$ cat src/rtl/vga_box_gen.sv
// ---------------------------------------------------------------------------
// vga_box_gen
//
// Purpose:
//   Pixel source for the VGA sync/colour stage. It watches that stage's
//   hsync/vsync outputs, recovers the raster position from their falling
//   edges and drives a 1-bit pixel back into it. The picture is a solid
//   rectangle that bounces inside the active window, moving once per frame,
//   so the board has a moving test image without any framebuffer.
//
// Ports:
//   app_clk   in   pixel clock (same clock as the sync stage)
//   app_rst   in   synchronous active-high reset
//   hsync     in   horizontal sync from the sync stage, active low
//   vsync     in   vertical sync from the sync stage, active low
//   run       in   1 = box moves once per frame, 0 = box frozen
//   red_in    out  registered pixel value towards the sync stage
//   locked    out  raster position is valid
//   frame_stb out  one-cycle pulse for every vsync falling edge
//   box_x     out  current box left column (raster coordinates)
//   box_y     out  current box top row (raster coordinates)
//
// Timing notes:
//   The column counter lags the sync stage by one cycle and the pixel
//   register adds another, so red_in reflects column - 2. The sync stage
//   adds one more register, giving a fixed 3-column shift on screen. The
//   reported box_x/box_y stay in unshifted raster coordinates.
// ---------------------------------------------------------------------------
module vga_box_gen #(
    parameter int X_MIN  = 144,
    parameter int X_MAX  = 784,
    parameter int Y_MIN  = 31,
    parameter int Y_MAX  = 511,
    parameter int BOX_W  = 32,
    parameter int BOX_H  = 32,
    parameter int STEP_X = 2,
    parameter int STEP_Y = 1
) (
    input  logic       app_clk,
    input  logic       app_rst,
    input  logic       hsync,
    input  logic       vsync,
    input  logic       run,
    output logic       red_in,
    output logic       locked,
    output logic       frame_stb,
    output logic [9:0] box_x,
    output logic [9:0] box_y
);

    typedef enum logic {
        UNLOCKED = 1'b0,
        LOCKED   = 1'b1
    } lockState_t;

    // 11-bit versions of the geometry so every compare has headroom and
    // box_x + BOX_W can never wrap.
    localparam logic [10:0] X_LO     = 11'(X_MIN);
    localparam logic [10:0] X_HI     = 11'(X_MAX);
    localparam logic [10:0] Y_LO     = 11'(Y_MIN);
    localparam logic [10:0] Y_HI     = 11'(Y_MAX);
    localparam logic [10:0] X_RIGHT  = 11'(X_MAX - BOX_W);
    localparam logic [10:0] Y_BOTTOM = 11'(Y_MAX - BOX_H);
    localparam logic [10:0] BW       = 11'(BOX_W);
    localparam logic [10:0] BH       = 11'(BOX_H);
    localparam logic [10:0] SX       = 11'(STEP_X);
    localparam logic [10:0] SY       = 11'(STEP_Y);

    // 10-bit values loaded into the box position registers.
    localparam logic [9:0] X_HOME   = 10'(X_MIN);
    localparam logic [9:0] Y_HOME   = 10'(Y_MIN);
    localparam logic [9:0] X_STOP   = 10'(X_MAX - BOX_W);
    localparam logic [9:0] Y_STOP   = 10'(Y_MAX - BOX_H);
    localparam logic [9:0] SX10     = 10'(STEP_X);
    localparam logic [9:0] SY10     = 10'(STEP_Y);
    localparam logic [9:0] CNT_SAT  = 10'h3FF;

    logic       r_hsQ;
    logic       r_vsQ;
    logic [9:0] r_x;
    logic [9:0] r_y;
    lockState_t r_state;
    logic [9:0] r_boxX;
    logic [9:0] r_boxY;
    logic       r_dx;
    logic       r_dy;
    logic       r_redIn;
    logic       r_frameStb;

    logic        w_hFall;
    logic        w_vFall;
    logic [10:0] w_xExt;
    logic [10:0] w_yExt;
    logic [10:0] w_bxExt;
    logic [10:0] w_byExt;
    logic        w_inWindow;
    logic        w_inBox;
    logic        w_inside;
    logic [9:0]  w_nextX;
    logic [9:0]  w_nextY;
    logic        w_nextDx;
    logic        w_nextDy;

    // A vertical edge only counts when it lines up with a horizontal edge,
    // which is how the sync stage produces it; a stray vsync glitch between
    // line starts is ignored.
    assign w_hFall = r_hsQ & ~hsync;
    assign w_vFall = w_hFall & r_vsQ & ~vsync;

    assign w_xExt  = {1'b0, r_x};
    assign w_yExt  = {1'b0, r_y};
    assign w_bxExt = {1'b0, r_boxX};
    assign w_byExt = {1'b0, r_boxY};

    // A pixel is lit only when it lies in the visible window and inside the
    // box. Both tests are needed because the counters keep running through
    // blanking and could otherwise alias onto the box rectangle.
    assign w_inWindow = (w_xExt >= X_LO) && (w_xExt < X_HI) &&
                        (w_yExt >= Y_LO) && (w_yExt < Y_HI);
    assign w_inBox    = (w_xExt >= w_bxExt) && (w_xExt < (w_bxExt + BW)) &&
                        (w_yExt >= w_byExt) && (w_yExt < (w_byExt + BH));
    assign w_inside   = w_inWindow & w_inBox;

    // Next box position for one frame step. When the next step would reach
    // or pass a wall, the box is clamped onto the wall and the direction
    // flips in the same step, so it never leaves the window.
    always_comb begin
        w_nextX  = r_boxX;
        w_nextDx = r_dx;
        if (!r_dx) begin
            if ((w_bxExt + SX) >= X_RIGHT) begin
                w_nextX  = X_STOP;
                w_nextDx = 1'b1;
            end else begin
                w_nextX  = r_boxX + SX10;
            end
        end else begin
            if (w_bxExt <= (X_LO + SX)) begin
                w_nextX  = X_HOME;
                w_nextDx = 1'b0;
            end else begin
                w_nextX  = r_boxX - SX10;
            end
        end
    end

    // Vertical counterpart of the step above, with its own direction flag.
    always_comb begin
        w_nextY  = r_boxY;
        w_nextDy = r_dy;
        if (!r_dy) begin
            if ((w_byExt + SY) >= Y_BOTTOM) begin
                w_nextY  = Y_STOP;
                w_nextDy = 1'b1;
            end else begin
                w_nextY  = r_boxY + SY10;
            end
        end else begin
            if (w_byExt <= (Y_LO + SY)) begin
                w_nextY  = Y_HOME;
                w_nextDy = 1'b0;
            end else begin
                w_nextY  = r_boxY - SY10;
            end
        end
    end

    // Previous-cycle copies of the sync inputs for edge detection. They
    // reset high (idle) so that a sync line already low after reset is not
    // mistaken for a fresh edge.
    always_ff @(posedge app_clk) begin
        if (app_rst) begin
            r_hsQ <= 1'b1;
            r_vsQ <= 1'b1;
        end else begin
            r_hsQ <= hsync;
            r_vsQ <= vsync;
        end
    end

    // Raster position counters. Both restart on their sync edge and
    // saturate at all-ones, which the lock watchdog uses as "no line start
    // seen for too long". The row counter only moves on line starts, in the
    // same cycle the column counter clears, so rows never skew.
    always_ff @(posedge app_clk) begin
        if (app_rst) begin
            r_x <= CNT_SAT;
            r_y <= CNT_SAT;
        end else begin
            if (w_hFall) begin
                r_x <= 10'd0;
            end else if (r_x != CNT_SAT) begin
                r_x <= r_x + 10'd1;
            end
            if (w_vFall) begin
                r_y <= 10'd0;
            end else if (w_hFall && (r_y != CNT_SAT)) begin
                r_y <= r_y + 10'd1;
            end
        end
    end

    // Lock state machine plus box motion. Motion looks at the state before
    // this edge, so the frame edge that establishes lock does not also move
    // the box. Moves happen on the frame edge itself, i.e. during vertical
    // blanking, so a frame is never drawn with two different positions.
    always_ff @(posedge app_clk) begin
        if (app_rst) begin
            r_state <= UNLOCKED;
            r_boxX  <= X_HOME;
            r_boxY  <= Y_HOME;
            r_dx    <= 1'b0;
            r_dy    <= 1'b0;
        end else begin
            case (r_state)
                UNLOCKED: begin
                    if (w_vFall) begin
                        r_state <= LOCKED;
                    end
                end
                LOCKED: begin
                    if (r_x == CNT_SAT) begin
                        r_state <= UNLOCKED;
                    end
                end
                default: begin
                    r_state <= UNLOCKED;
                end
            endcase
            if (w_vFall && run && (r_state == LOCKED)) begin
                r_boxX <= w_nextX;
                r_boxY <= w_nextY;
                r_dx   <= w_nextDx;
                r_dy   <= w_nextDy;
            end
        end
    end

    // Registered outputs towards the sync stage. The pixel is forced dark
    // while unlocked so a lost or absent sync never paints garbage; the
    // frame strobe follows every frame edge regardless of lock or run.
    always_ff @(posedge app_clk) begin
        if (app_rst) begin
            r_redIn    <= 1'b0;
            r_frameStb <= 1'b0;
        end else begin
            r_redIn    <= (r_state == LOCKED) & w_inside;
            r_frameStb <= w_vFall;
        end
    end

    assign red_in    = r_redIn;
    assign frame_stb = r_frameStb;
    assign locked    = (r_state == LOCKED);
    assign box_x     = r_boxX;
    assign box_y     = r_boxY;

endmodule

$ cat config.mk
export PLATFORM = sky130hd
export DESIGN_NAME = vga_box_gen
export DESIGN_NICKNAME = d
export VERILOG_FILES = /design/src/rtl/vga_box_gen.sv
export SDC_FILE = /design/constraint.sdc
export NUM_CORES = 1
export LEC_CHECK = 0
export ABC_CLOCK_PERIOD_IN_PS = 5900
export BUFFER_PORTS_ARGS = -buffer_cell sky130_fd_sc_hd__buf_2
export CAP_MARGIN = 20
export CORE_UTILIZATION = 50
export DETAILED_ROUTE_END_ITERATION = 6
export PLACE_DENSITY = 0.8
export SYNTH_ARGS = -nofsm -noshare
export SYNTH_HDL_FRONTEND = slang
export SYNTH_SLANG_ARGS = --single-unit
$ cat constraint.sdc
create_clock -name app_clk -period 5.9 [get_ports app_clk]
set_input_delay 1.18 -clock app_clk [delete_from_list [all_inputs] [get_ports app_clk]]
set_output_delay 1.18 -clock app_clk [all_outputs]
set_load 0.02 [all_outputs]
==> metrics.md, run 1 <==
| Metric | Value |
|---|---|
| MaxCap Viol Count | 0 |
| CP cell instances | buf_2 -> and4bb_1 -> nand3_1 -> or4_1 -> a21oi_1 |
| FMAX | 303 MHz |
| Gr ovfl total | 0 |
| Clock Tree Root | clkbuf_8 |
| Die area | approximately 8000 um2 |
| Global-route wire length before repair | 16,400 um |
| Setup TNS | 0 ps |
| Adder-cell area share of the yosys netlist | 14.0% |
| Clock Latency Late Sink | 300 ps |
| Post-route minimum period | 3300 ps |
| Post-synth EDFFs | 0 |
| TritonCTS buffer count | 5 |
| CP Data Arrival Time | 3540 ps |
| Outcome | complete, no violations |
| Clock transition at path regs | 100 ps |
| Ys Warns | 0 |
| Switch Pwr | 0.239 mW |
| Hold_ws | 601 ps |
| Final #Nets | 543 |
| CTS tree | done |
| Crit-path max cell delay | around 770 ps |
| DP Wirelength | 7080 um |
| Setup crit end kind | flip-flop |
| Vias in the first global route | ~3,500 |
| Worst Hold Class | flip-flop to flip-flop |
| CTS Buffer Depth | 2 |
| Sequential share of power | 47.5% |
| Vias per cell | around 6.2 |
| Die Wd | about 90 um |
| Clk pwr share | 31.7% |
| Core box area | 7330 um2 |
| Initial DRC count | roughly 220 |
| Die height | roughly 90 um |
| Fin. Hold Viols | 0 |
| GPL Wtd Cong | 0.937 |
| Initial antenna violation count | 0 |
| Site Rows | 31 |
| Post-route ant nets | 0 |
| DRC viols | 0 |
| Diodes inserted | 0 |
| Combinational power share | 20.8% |
| Compound-Gate Fraction of Synth Area | 27.3% |
| Post-synthesis xor/xnor area fraction | under 10% |
| Final WL | around 10000 um |
| IO Pins | 28 |
| Pleak | 1.70 nW |
| Slew margin rel. | 35.1% |
| Unrepaired setup endpoints after global routing | false |
| Switching part of the total power | 31.0% |
| Post-synthesis instance total | 490 |
| Internal power | 0.534 mW |
| Post-synthesis net count | 538 |
| GRT Total Usage | 25.9% |
| Ys async rst share | 0% |
| Synth cell types | 66 |
| Delay-heaviest family, CP | simple AND/OR/NAND/NOR gates |
| Initial core utilization | 52.4% |
| Clock skew | approximately 6.4 ps |
| Post-synthesis sequential area ratio | 24.0% |
| Final Cycle Share | 55.9% |
| DR vias | ~3,700 |
| Critical path launch point type | input port |
| Mux share of post-synthesis cell area | 0.782% |
| Required @ worst endpoint | 6140 ps |
| Crit path kind | input port to flip-flop |
| Highest ir drop seen on vdd | 0.160 mV |
| Share of post-route cells with drive strength above 1 | 8.87% |
| Area share of and/or/nand/nor cells after synthesis | 21.9% |
| Slew Viols, Final | 0 |
| Number of buffers added on ports | 26 |
| Area Overhead vs Synth | 6.52% |
| Avg Cell Area, Syn | 7.84 um2 |
| Power density over cell area | 189 nW/um2 |
| Setup violators final | 0 |
| CP Max Fanout | 25 |
| Largest family of logic cells by synthesized area | compound AO/OA/AOI/OAI gates |
| Post-CTS sizing | 0 |
| Cell area after synthesis | 3840 um2 |
| Initial DRT Pass Iterations | 5 |
| Clock sink total | 46 |
| Fillers | 690 |
| Yosys reg bits | 46 |
| Setup bufs post-CTS | 0 |
| H-tree level count | 2 |
| Pwr Total | 0.773 mW |
| Hold_buf cts | 0 |
| Fin area | approximately 4100 um2 |
| Routed WL per cell | between 15 and 20 um |
| Pin count of the biggest net entering global routing | 48 |
| Worst Tran Pin Value | 971 ps |
| Crit path buffers/inverters | 1 |
| Slowest stage cell, crit path | nand3_1 |
| Placed cell areas | just under 4000 um2 |
| Top_reg_cell synth | dfxtp_1 |
## cell families after synthesis
logic type      count (synthesis)
compound gates                154
xor+xnor                       27
fa+ha+maj                      43
buf+inv                        56
flops                          46
mux                             3
other cells                     1
simple gates                  160
## through the flow
step / util, % / instances / setup slack [ps]
after floorplan: - / 490 / 3380
after global placement: 54.3 / 587 / 2380
after detailed placement: 54.3 / 587 / 2330
after CTS: 55.8 / 595 / 2640
after global routing: 55.8 / 595 / 2420
final: 55.8 / 595 / 2600
## power groups by stage
stage                     clock network (mW)  logic [mW]  registers, mW
final                                  0.245       0.161          0.367
after global routing                   0.262       0.185          0.372
after CTS                              0.247       0.160          0.367
after detailed placement                   0       0.159          0.374
after global placement                     0       0.148          0.371
after floorplan                            0       0.130          0.363
## layout by cell type (no fill, tap or decap), types with 13 or more instances in the layout
cell / netlist / routed
nor3_1: 13 / 13
dfxtp_1: 46 / 46
o21ai_0: 29 / 29
nand2_1: 30 / 30
o21bai_1: 17 / 17
ha_1: 43 / 43
a21oi_1: 28 / 28
nor2_1: 35 / 35
buf_2: 3 / 26
xnor2_1: 16 / 16
nand3_1: 22 / 22
inv_1: 26 / 26
## worst register-to-register path: stages, from the launching register on
cell       delay [ps]
dfxtp_1           670
inv_1             230
ha_1              340
inv_1              40
ha_1              290
a21o_1            160
a211oi_1          240
nor2_1             70
o22ai_1           170
nand4_1           110
a2111oi_0         480
## sequential cells by signal, indices dropped and copies added (netlist names)
| signal | count |
|---|---|
| r_dy | 1 |
| r_hsQ | 1 |
| r_x | 10 |
| r_y | 10 |
| r_vsQ | 1 |
| red_in | 1 |
| locked | 1 |
| box_y | 10 |
| r_dx | 1 |
| frame_stb | 1 |
| box_x | 9 |
## final cells by class
class	instances	area, um2	area share [%]
multi-input cells	388	2700	66.0
flip-flops and latches	46	921	22.5
repair buffers	26	130	3.18
well taps	99	124	3.03
inverters	28	105	2.57
clock buffers	5	68.8	1.68
clock inverters	3	43.8	1.07
## metal layers
| metal | global-route usage (%) | vias to the layer above | part of all wire, % |
|---|---|---|---|
| li1 | - | 1805 | - |
| met1 | 34.3 | 1750 | 45 |
| met2 | 43.9 | 138 | 48 |
| met3 | 3.84 | 14 | 5.8 |
| met4 | 6.93 | 0 | 1.2 |
| met5 | 0 | - | 0 |
## cell usage after synthesis, types with 13 or more instances
cell | instances | area, um2
nor2_1 | 35 | 131
xnor2_1 | 16 | 140
ha_1 | 43 | 538
clkbuf_1 | 23 | 86.3
inv_1 | 26 | 97.6
o21ai_0 | 29 | 145
nand3_1 | 22 | 110
nand2_1 | 30 | 113
dfxtp_1 | 46 | 921
nor3_1 | 13 | 65.1
o21bai_1 | 17 | 128
a21oi_1 | 28 | 140
## final timing paths
path,cells past startpoint,to,slack [ps],start
max,5,box_x[1]$_SDFFE_PP0P_,2600,vsync
min,2,r_y[4]$_SDFFE_PP1P_,600,r_y[4]$_SDFFE_PP1P_
max reg2reg,10,red_in$_SDFF_PP0_,2960,box_y[5]$_SDFFE_PP0P_
min reg2reg,2,r_y[4]$_SDFFE_PP1P_,600,r_y[4]$_SDFFE_PP1P_
Note: power is estimated with default switching activity, not from simulation.
==> run 2, diff against run 1 <==
--- a/config.mk
+++ b/config.mk
@@ -5,12 +5,12 @@
 export SDC_FILE = /design/constraint.sdc
 export NUM_CORES = 1
 export LEC_CHECK = 0
-export ABC_CLOCK_PERIOD_IN_PS = 5900
+export ABC_CLOCK_PERIOD_IN_PS = 2900
 export BUFFER_PORTS_ARGS = -buffer_cell sky130_fd_sc_hd__buf_2
 export CAP_MARGIN = 20
 export CORE_UTILIZATION = 50
 export DETAILED_ROUTE_END_ITERATION = 6
-export PLACE_DENSITY = 0.8
+export PLACE_DENSITY = 0.83
 export SYNTH_ARGS = -nofsm -noshare
 export SYNTH_HDL_FRONTEND = slang
 export SYNTH_SLANG_ARGS = --single-unit
==> constraint.sdc (replaced) <==
create_clock -name app_clk -period 2.9 [get_ports app_clk]
set_input_delay 0.58 -clock app_clk [delete_from_list [all_inputs] [get_ports app_clk]]
set_output_delay 0.58 -clock app_clk [all_outputs]
set_load 0.02 [all_outputs]
==> run 2 against run 1 <==
  * Clock power increased by 100%
  * Setup slack got worse by 2200 ps
  * Clock-buffer cell count unchanged
  * Sequential share of layout area decreased by 0.23 points
  * Critical path type is now flip-flop to flip-flop
  * Wire length decreased by 1.6%
  * Critical endpoint is now box_x[8]$_SDFFE_PP0P_
  * Total power increased by 100%
  * First-iteration DRC count increased by 6.3%
  * Via count decreased by 0.57%
  * Design area increased by 1.0%
  * Die area unchanged
  * Critical path depth increased by 3
  * Global-route usage decreased by 0.70 points
==> metrics.md, run 2 (same netlist as run 1, synthesis figures left out) <==
| Metric | Value |
|---|---|
| Site Rows | 31 (unchanged) |
| Post-route setup slack | 412 ps (-2190 ps) |
| Diodes inserted | 0 (unchanged) |
| FMAX | ~400 MHz |
| Initial DRT Pass Iterations | 5 (unchanged) |
| Post-CTS sizing | 0 (unchanged) |
| Sequential share of power | 47.7% (+0.2 points) |
| Clk pwr share | 31.3% (-0.4 points) |
| Initial core utilization | 52.4% (unchanged) |
| Required @ worst endpoint | 3140 ps (-3000 ps) |
| Worst Hold Class | input port to flip-flop |
| Die Wd | 89.6 um (unchanged) |
| Pin count of the biggest net entering global routing | 32 (-33%) |
| DP Wirelength | 7020 um (-0.89%) |
| Die height | 89.6 um (unchanged) |
| Crit path kind | flip-flop to flip-flop |
| Slew Viols, Final | 0 (unchanged) |
| Commonest cells after routing, fill and taps aside | dfxtp_1, ha_1, nor2_1 |
| GRT Total Usage | 25.1% (-0.70 points) |
| Clock Latency Late Sink | 310 ps (about the same) |
| Slowest stage cell, crit path | dfxtp_1 |
| Clock Tree Root | clkbuf_8 |
| Highest ir drop seen on vdd | 0.229 mV (+43%) |
| Hold_buf cts | 0 (unchanged) |
| Setup crit end kind | flip-flop |
| H-tree level count | 2 (unchanged) |
| GPL Wtd Cong | 0.944 (+0.73%) |
| Final #Nets | 549 (+1.1%) |
| MaxCap Viol Count | 0 (unchanged) |
| DRC viols | 0 (unchanged) |
| Post-route minimum period | 2490 ps |
| Clock transition at path regs | 100 ps (about the same) |
| Fillers | 670 (-2.9%) |
| IO Pins | 28 (unchanged) |
| Unrepaired setup endpoints after global routing | false |
| Post-route ant nets | 0 (unchanged) |
| Setup bufs post-CTS | 0 (unchanged) |
| Hold_ws | 493 ps (-108 ps) |
| Most common cell after layout, fill and taps aside | dfxtp_1 |
| Setup violators final | 0 (unchanged) |
| CP Data Arrival Time | 2730 ps (-810 ps) |
| Initial DRC count | 238 (+6.3%) |
| Core box area | 7330 um2 (unchanged) |
| Internal power | 1.09 mW (+100%) |
| CTS Buffer Depth | 2 (unchanged) |
| Final Util | 56.4% (+0.56 points) |
| TritonCTS buffer count | 5 (unchanged) |
| Outcome | complete, no violations |
| Vias in the first global route | 3,324 (-4.4%) |
| Switch Pwr | 0.476 mW (+99%) |
| Power density over cell area | 378 nW/um2 (+100%) |
| Register area | 921 um2 (unchanged) |
| Final Cycle Share | 85.8% |
| Clock sink total | 46 (unchanged) |
| Gr ovfl total | 0 (unchanged) |
| Setup TNS | 0 ps (unchanged) |
| Place WS | 486 ps (-1840 ps) |
| Slew margin rel. | 59.3% (+24 points) |
| Worst Tran Pin Value | 611 ps (-360 ps) |
| Critical Path Most Common Cell | o21ai_0 |
| Crit-path max cell delay | 560 ps (-210 ps) |
| Share of post-route cells with drive strength above 1 | 9.96% (+1.1 points) |
| Placed cell areas | 4020 um2 (+1.1%) |
| Fin. Hold Viols | 0 (unchanged) |
| Clock skew | 8.67 ps (+2.23 ps) |
| Fin area | 4130 um2 (+1.0%) |
| Number of buffers added on ports | 26 (unchanged) |
| DR vias | 3,686 (-0.57%) |
| Initial antenna violation count | 0 (unchanged) |
| Area of the multi-input gates | 2700 um2 (unchanged) |
| Area Overhead vs Synth | 7.59% |
| CP cell instances | inv_1 -> ha_1 -> nand4b_1 -> o311ai_1 -> a21oi_1 -> o21ai_0 -> a211o_1 -> o21ai_0 |
| CTS tree | done |
| Global-route wire length before repair | 15,800 um (-3.3%) |
| Routed WL per cell | 15.9 um (-2.6%) |
| Pleak | 1.73 nW (+1.7%) |
| CP Max Fanout | 10 (-60%) |
| Die area | 8030 um2 (unchanged) |
| Critical path launch point type | flip-flop |
| Vias per cell | 6.13 (-1.6%) |
| Final WL | 9580 um (-1.6%) |
| Combinational power share | 21.0% (+0.2 points) |
| Switching part of the total power | 30.5% (-0.45 points) |
-- run 2: cell types whose count changed in the layout (fill, tap and decap cells not counted) --
cell,change
clkinv_2,+1
buf_4,+6
inv_6,-1
-- run 2: layer usage --
layer	vias up	global-route usage [%]	share of wire, %	wire length [um]
met5	-	0	0	0
met4	0	10.4	2.1	201
met3	21	2.56	5.6	533
met2	145	40.2	46	4400
met1	1702	34.7	46	4450
li1	1818	-	-	-
-- run 2: final cells by class --
class                   count  area share, %
clock inverters             3          0.969
flip-flops and latches     46           22.3
inverters                  28           2.54
repair buffers             32           4.24
well taps                  99           3.00
multi-input cells         388           65.3
clock buffers               5           1.67
-- run 2: path summary, 6_finish.rpt --
path	end	cells after the start	startpoint	slack, ps
worst max-delay path	box_x[8]$_SDFFE_PP0P_	8	box_x[5]$_SDFFE_PP0P_	410
worst min-delay path	r_vsQ$_SDFF_PP1_	2	vsync	490
worst max register to register	box_x[8]$_SDFFE_PP0P_	8	box_x[5]$_SDFFE_PP0P_	410
worst min register to register	box_y[6]$_SDFFE_PP0P_	2	box_y[6]$_SDFFE_PP0P_	590
-- run 2: worst max-delay path, delay by kind of cell (launching register included) --
kind            cells  cell delay, ps
compound gates      5            1250
fa+ha+maj           1             290
buf+inv             1             210
flops               1             560
simple gates        1             110
-- run 2: power by group through the flow --
| stage | clock network, mW | logic, mW | registers, mW |
|---|---|---|---|
| 2_1_floorplan | 0 | 0.264 | 0.738 |
| 5_1_grt | 0.522 | 0.377 | 0.755 |
| 3_3_place_gp | 0 | 0.309 | 0.754 |
| 4_1_cts | 0.498 | 0.329 | 0.744 |
| 3_5_place_dp | 0 | 0.327 | 0.759 |
| 6_report | 0.489 | 0.328 | 0.745 |
-- run 2: through the flow --
step	instances	power, mW
after floorplan	490	1.00
after global placement	593	1.06
after detailed placement	593	1.09
after CTS	601	1.57
after global routing	601	1.65
final	601	1.56
